**config.mk**
```make
export PLATFORM = sky130hd
export DESIGN_NAME = pcecd_scsi_initiator
export DESIGN_NICKNAME = d
export VERILOG_FILES = /design/src/rtl/pcecd_scsi_initiator.sv
export SDC_FILE = /design/constraint.sdc
export NUM_CORES = 1
export LEC_CHECK = 0
export ABC_AREA = 0
export CELL_PAD_IN_SITES_DETAIL_PLACEMENT = 1
export CELL_PAD_IN_SITES_GLOBAL_PLACEMENT = 1
export CORE_ASPECT_RATIO = 1.25
export CORE_MARGIN = 4
export CORE_UTILIZATION = 50
export DETAILED_ROUTE_END_ITERATION = 10
export PLACE_DENSITY = 0.95
export SETUP_SLACK_MARGIN = 0.05
export SYNTH_ARGS = -nofsm -noshare
export SYNTH_HDL_FRONTEND = slang
export SYNTH_SLANG_ARGS = --single-unit
```
**constraint.sdc**
```tcl
create_clock -name i_clk -period 4.5 [get_ports i_clk]
set_input_delay 1.125 -clock i_clk [delete_from_list [all_inputs] [get_ports i_clk]]
set_output_delay 1.125 -clock i_clk [all_outputs]
set_load 0.005 [all_outputs]
```
**src/rtl/pcecd_scsi_initiator.sv**
```systemverilog
// Host-side SCSI initiator for the PCE CD drive bus: selection, command
// streaming, DATA IN forwarding and STATUS/MESSAGE capture.
module pcecd_scsi_initiator #(
    parameter int CMD_MAX_LEN = 10,
    parameter int SEL_TIMEOUT = 1024,
    parameter int RST_CYCLES  = 16
) (
    input  logic       i_clk,
    input  logic       i_rst_n,
    input  logic       i_cmd_wr,
    input  logic [7:0] i_cmd_data,
    input  logic       i_start,
    input  logic       i_bus_reset,
    output logic       o_busy,
    output logic       o_done,
    output logic       o_error,
    output logic       o_timeout,
    output logic [7:0] o_status,
    output logic [7:0] o_message,
    output logic       o_din_valid,
    output logic [7:0] o_din_data,
    input  logic       i_din_ready,
    output logic       o_sel,
    output logic       o_ack,
    output logic       o_rst,
    output logic [7:0] o_db,
    output logic       o_db_oe,
    input  logic [7:0] i_db,
    input  logic       i_bsy,
    input  logic       i_req,
    input  logic       i_msg,
    input  logic       i_cd,
    input  logic       i_io
);

    localparam int CMAX = (SEL_TIMEOUT > RST_CYCLES) ? SEL_TIMEOUT : RST_CYCLES;
    localparam int CW   = $clog2(CMAX + 1);

    typedef enum logic [2:0] {
        S_IDLE, S_SELECT, S_WAIT_REQ, S_ACK, S_DONE, S_RESET_BUS
    } state_t;

    typedef enum logic [2:0] {
        PH_CMD, PH_DIN, PH_STAT, PH_MSG, PH_BAD
    } phase_t;

    state_t        state;
    phase_t        phase;
    logic [7:0]    cbuf [CMD_MAX_LEN];
    logic [3:0]    wp;
    logic [3:0]    idx;
    logic [CW-1:0] cnt;
    logic          got_stat;
    logic          got_msg;
    logic          wr_en;

    always_comb begin
        phase = PH_BAD;
        case ({i_msg, i_cd, i_io})
            3'b010:  phase = PH_CMD;
            3'b001:  phase = PH_DIN;
            3'b011:  phase = PH_STAT;
            3'b111:  phase = PH_MSG;
            default: phase = PH_BAD;
        endcase
    end

    assign wr_en = i_cmd_wr && (state == S_IDLE) && !o_busy
                   && (wp != 4'(CMD_MAX_LEN));

    // Buffer contents need no reset; wp alone defines what is valid.
    always_ff @(posedge i_clk) begin
        if (wr_en)
            cbuf[wp] <= i_cmd_data;
    end

    always_ff @(posedge i_clk or negedge i_rst_n) begin
        if (!i_rst_n) begin
            state       <= S_IDLE;
            wp          <= '0;
            idx         <= '0;
            cnt         <= '0;
            got_stat    <= 1'b0;
            got_msg     <= 1'b0;
            o_busy      <= 1'b0;
            o_done      <= 1'b0;
            o_error     <= 1'b0;
            o_timeout   <= 1'b0;
            o_status    <= '0;
            o_message   <= '0;
            o_din_valid <= 1'b0;
            o_din_data  <= '0;
            o_sel       <= 1'b0;
            o_ack       <= 1'b0;
            o_rst       <= 1'b0;
            o_db        <= '0;
            o_db_oe     <= 1'b0;
        end else begin
            o_din_valid <= 1'b0;
            if (i_bus_reset) begin
                state     <= S_RESET_BUS;
                cnt       <= '0;
                o_rst     <= 1'b1;
                o_sel     <= 1'b0;
                o_ack     <= 1'b0;
                o_db_oe   <= 1'b0;
                o_db      <= '0;
                o_done    <= 1'b0;
                o_error   <= 1'b0;
                o_timeout <= 1'b0;
            end else begin
                unique case (state)
                    S_IDLE: begin
                        if (wr_en)
                            wp <= wp + 4'd1;
                        if (i_start && wp != 4'd0) begin
                            state    <= S_SELECT;
                            o_sel    <= 1'b1;
                            o_busy   <= 1'b1;
                            cnt      <= '0;
                            idx      <= '0;
                            got_stat <= 1'b0;
                            got_msg  <= 1'b0;
                        end else if (i_start) begin
                            state   <= S_DONE;
                            o_done  <= 1'b1;
                            o_error <= 1'b1;
                        end
                    end
                    S_SELECT: begin
                        if (i_bsy) begin
                            o_sel <= 1'b0;
                            state <= S_WAIT_REQ;
                        end else if (cnt == CW'(SEL_TIMEOUT - 1)) begin
                            o_sel     <= 1'b0;
                            o_done    <= 1'b1;
                            o_timeout <= 1'b1;
                            o_busy    <= 1'b0;
                            wp        <= '0;
                            state     <= S_DONE;
                        end else begin
                            cnt <= cnt + 1'b1;
                        end
                    end
                    S_WAIT_REQ: begin
                        if (!i_bsy) begin
                            o_done  <= 1'b1;
                            o_error <= !(got_stat && got_msg);
                            o_busy  <= 1'b0;
                            wp      <= '0;
                            state   <= S_DONE;
                        end else if (i_req) begin
                            case (phase)
                                PH_CMD: begin
                                    if (idx < wp) begin
                                        o_db    <= cbuf[idx];
                                        o_db_oe <= 1'b1;
                                        idx     <= idx + 4'd1;
                                        o_ack   <= 1'b1;
                                        state   <= S_ACK;
                                    end else begin
                                        state <= S_RESET_BUS;
                                        cnt   <= '0;
                                        o_rst <= 1'b1;
                                    end
                                end
                                PH_DIN: begin
                                    if (i_din_ready) begin
                                        o_din_data  <= i_db;
                                        o_din_valid <= 1'b1;
                                        o_ack       <= 1'b1;
                                        state       <= S_ACK;
                                    end
                                end
                                PH_STAT: begin
                                    o_status <= i_db;
                                    got_stat <= 1'b1;
                                    o_ack    <= 1'b1;
                                    state    <= S_ACK;
                                end
                                PH_MSG: begin
                                    o_message <= i_db;
                                    got_msg   <= 1'b1;
                                    o_ack     <= 1'b1;
                                    state     <= S_ACK;
                                end
                                default: begin
                                    state <= S_RESET_BUS;
                                    cnt   <= '0;
                                    o_rst <= 1'b1;
                                end
                            endcase
                        end
                    end
                    S_ACK: begin
                        if (!i_req) begin
                            o_ack   <= 1'b0;
                            o_db_oe <= 1'b0;
                            state   <= S_WAIT_REQ;
                        end
                    end
                    S_DONE: begin
                        o_done    <= 1'b0;
                        o_error   <= 1'b0;
                        o_timeout <= 1'b0;
                        state     <= S_IDLE;
                    end
                    S_RESET_BUS: begin
                        if (cnt == CW'(RST_CYCLES - 1)) begin
                            o_rst <= 1'b0;
                            if (o_busy) begin
                                o_done  <= 1'b1;
                                o_error <= 1'b1;
                                o_busy  <= 1'b0;
                                wp      <= '0;
                                state   <= S_DONE;
                            end else begin
                                state <= S_IDLE;
                            end
                        end else begin
                            cnt <= cnt + 1'b1;
                        end
                    end
                    default: state <= S_IDLE;
                endcase
            end
        end
    end

endmodule

```
==> reports/qor.yml <==
yosys:
  synth_edf_count: 80
  yosys_most_used_dff: "edfxtp_1"
  syn-num-nets: 533
  yosysWarnings: 0
  syn_area_um2: 6560
  synth_area_leaders: "edfxtp_1 37%, dfrtp_1 25%, mux4_2 5.5%"
  avgSynthCellArea_um2: 13.2
  yosysSeqAreaShare_pct: 61.4
  async_flop_share_pct: 44.8
  synth_area_leader_cell: "edfxtp_1"
  yosys.area.top_type_share_pct: 36.6
  netlist_instances: 497
  ys_ff_latch: 145
  netlist-cell-type-count: 46
drt:
  firstDrtPassIters: 5
  wl_per_cell_um: 25.7
  totalWireLength_um: 19200
  postRouteAntennaNets: 0
  viasPerCell: 6.30
  vias: 4698
  dr.first_iter.drc_count: 317
  drc: 0
power:
  power.total_mw: 3.72
  ir_worst_vdd_mv: 0.361
  leakage_nw: 3.11
  power.density_nw_per_um2: 465
critical_path:
  worstReg2RegStart: "state[1]$_DFFE_PN0P_"
  timing.rr.end: "wp[3]$_DFFE_PN0P_"
  worstRegToRegCells: 6
  reg2reg_slack_ps: 1410
  critPathLaunchType: "input port"
  cp.required_ps: 4850
  cp_max_fo: 17
  cp.arrival_ps: 3530
  setup.worst_path.end_class: "register"
  path_class: "in -> reg"
floorplan:
  io_pins: 68
  die_w_um: 110
  die-area_um2: 15000
  start_util_pct: 51.4
  rows: 46
  die_h_um: 136
  core_area_um2: 12800
timing:
  fin_crit_sh_pct: 70.6
  setup_tns_ps: 0
  maxSlewViolCount: 0
  rsz0062_at_grt: "no"
  finalHoldViolations: 0
  max_freq_mhz: 315
  finalSetupViolCount: 0
  period_needed_ps: 3180
  slew_headroom_pct: 19.4
  finClkSkew_ps: 9.20
  worstMarginPinSlew_ps: 1200
final_layout:
  syn_to_final_growth_pct: 21.9
  nets: 601
  post-route-util_pct: 62.6
  antennaDiodeCount: 0
  final_area_um2: 8000
  drive_gt1_share_pct: 15.1
placement:
  hpwl_um: 12200
  gp_congestion: 0.837
  io_buffers: 67
  place_area_um2: 7390
clock_network:
  cts_setup_buffers: 0
  cts.clk_slew.worst_paths_ps: 60
  cts_hold_buf: 0
  clock_latency_ps: 430
  cts.htree.levels: 4
  root_buffer: "clkbuf_16"
  cts_buffers: 17
  cts_tree: "done"
  post_cts_resized: 0
  clockBufferDepth: 2
  cts_sinks: 145
worst_hold_path:
  hp-class: "reg -> reg"
  whs_path_depth: 1
  holdPathEnd: "o_timeout$_DFFE_PN0P_"
  hp-start: "o_timeout$_DFFE_PN0P_"
outcome:
  outcome: "finished clean"
global_route:
  grt_util_all_layers_pct: 26.5
  use_met2_pct: 48.9
  overflow: 0
  grt_pass1_vias: 5053
  antenna_found_initial: 0
  grt_util_met1_pct: 29.0
  grt_pass1_wl_um: 29800
  busiest_layer: "met2"
  grt_start_max_net_pins: 47
  grtUsageMet3_pct: 6.86
flow_run:
  drv_cap: 0
==> worst max-delay path by stage <==
stage	start	end	depth (start not counted)
3_5_place_dp	i_bus_reset	idx[3]$_DFFE_PN0P_	8
4_1_cts	i_bus_reset	idx[3]$_DFFE_PN0P_	8
5_1_grt	i_bus_reset	idx[3]$_DFFE_PN0P_	8
2_1_floorplan	i_bsy	o_db[7]$_DFFE_PN0P_	5
6_report	i_bus_reset	idx[3]$_DFFE_PN0P_	8
3_3_place_gp	i_bus_reset	cnt[5]$_DFFE_PN0P_	6
==> flip-flops by register name (all words and copies together) (netlist names), 3 cells and up <==
register,flops
o_status,8
wp,4
idx,4
o_db,8
o_message,8
cnt,11
cbuf,80
state,3
o_din_data,8
==> through the flow <==
step | std cells | worst slack (ps) | hold slack (ps)
6_report | 746 | 1320 | 507
3_3_place_gp | 714 | 1170 | 480
4_1_cts | 746 | 1410 | 507
5_1_grt | 746 | 1230 | 522
2_1_floorplan | 497 | 1680 | 462
3_5_place_dp | 714 | 1020 | 489
==> where the power goes <==
group | leakage, nW | total, mW | switching [mW] | internal (mW)
clock network | 0.297 | 1.45 | 0.651 | 0.802
registers | 1.60 | 1.61 | 0.130 | 1.48
logic | 1.21 | 0.666 | 0.400 | 0.266
total | 3.11 | 3.72 | 1.18 | 2.54
==> cell families (layout without fill, tap and decap cells) <==
family / Yosys count / in the layout / synth area share (%)
multiplexers: 54 / 54 / 11.8
adder cells (fa/ha/maj): 9 / 9 / 1.72
AND/OR/NAND/NOR: 157 / 157 / 12.6
XOR/XNOR: 2 / 2 / 0.267
AO/OA/AOI/OAI: 98 / 98 / 10.3
flip-flops: 145 / 145 / 61.4
buffers and inverters: 32 / 113 / 1.83
==> per-layer routing <==
metal	vias up	share of wire, %
li1	2028	-
met1	2372	36
met2	242	54
met3	56	6.1
met4	0	3.4
met5	-	0
==> Yosys cell counts, drive strengths merged (2+ instances only) <==
cell,count
nand4,4
or4,4
and4b,3
dfrtp,65
mux4,16
a21oi,24
o211ai,3
a31oi,4
o31ai,4
nand4b,2
a21boi,2
nor3,12
and2,13
or3,4
o22a,4
buf,2
clkbuf,21
nand3b,3
a211oi,2
edfxtp,80
nand3,13
mux2,28
a22o,6
a32o,8
or2,3
nand2,36
mux2i,10
nor3b,6
a221o,2
inv,9
a21o,3
xor2,2
a211o,11
a22oi,2
o21ai,20
nand2b,7
nor2b,12
and3,6
nor2,27
ha,9
==> worst max-delay path, stage by stage <==
cell and delay [ps]:
clkdlybuf4s50_1 730, nor3_1 330, buf_4 230, nand4_1 210, nor3_1 410, a21oi_1 90, a2bb2oi_1 200, a31oi_1 210
==> cell type report <==
type	count	area (um^2)
fillers	1240	4780
flip-flops and latches	145	4030
multi-input cells	320	2410
repair buffers	72	703
clock buffers	17	425
well taps	168	210
clock inverters	15	186
inverters	9	33.8
==> cell usage in the layout, fill, tap and decap left out, types with 7 or more instances in the layout <==
master           count
edfxtp_1            80
clkdlybuf4s50_1     66
dfrtp_1             65
nand2_1             36
mux2_2              28
nor2_1              27
a21oi_1             24
o21ai_0             20
clkbuf_16           17
mux4_2              16
and2_1              13
nand3_1             13
nor2b_1             12
nor3_1              12
a211o_1             11
mux2i_1             10
inv_1                9
ha_1                 9
a32o_1               8
nand2b_1             7
Power figures use the tool's default switching activity.
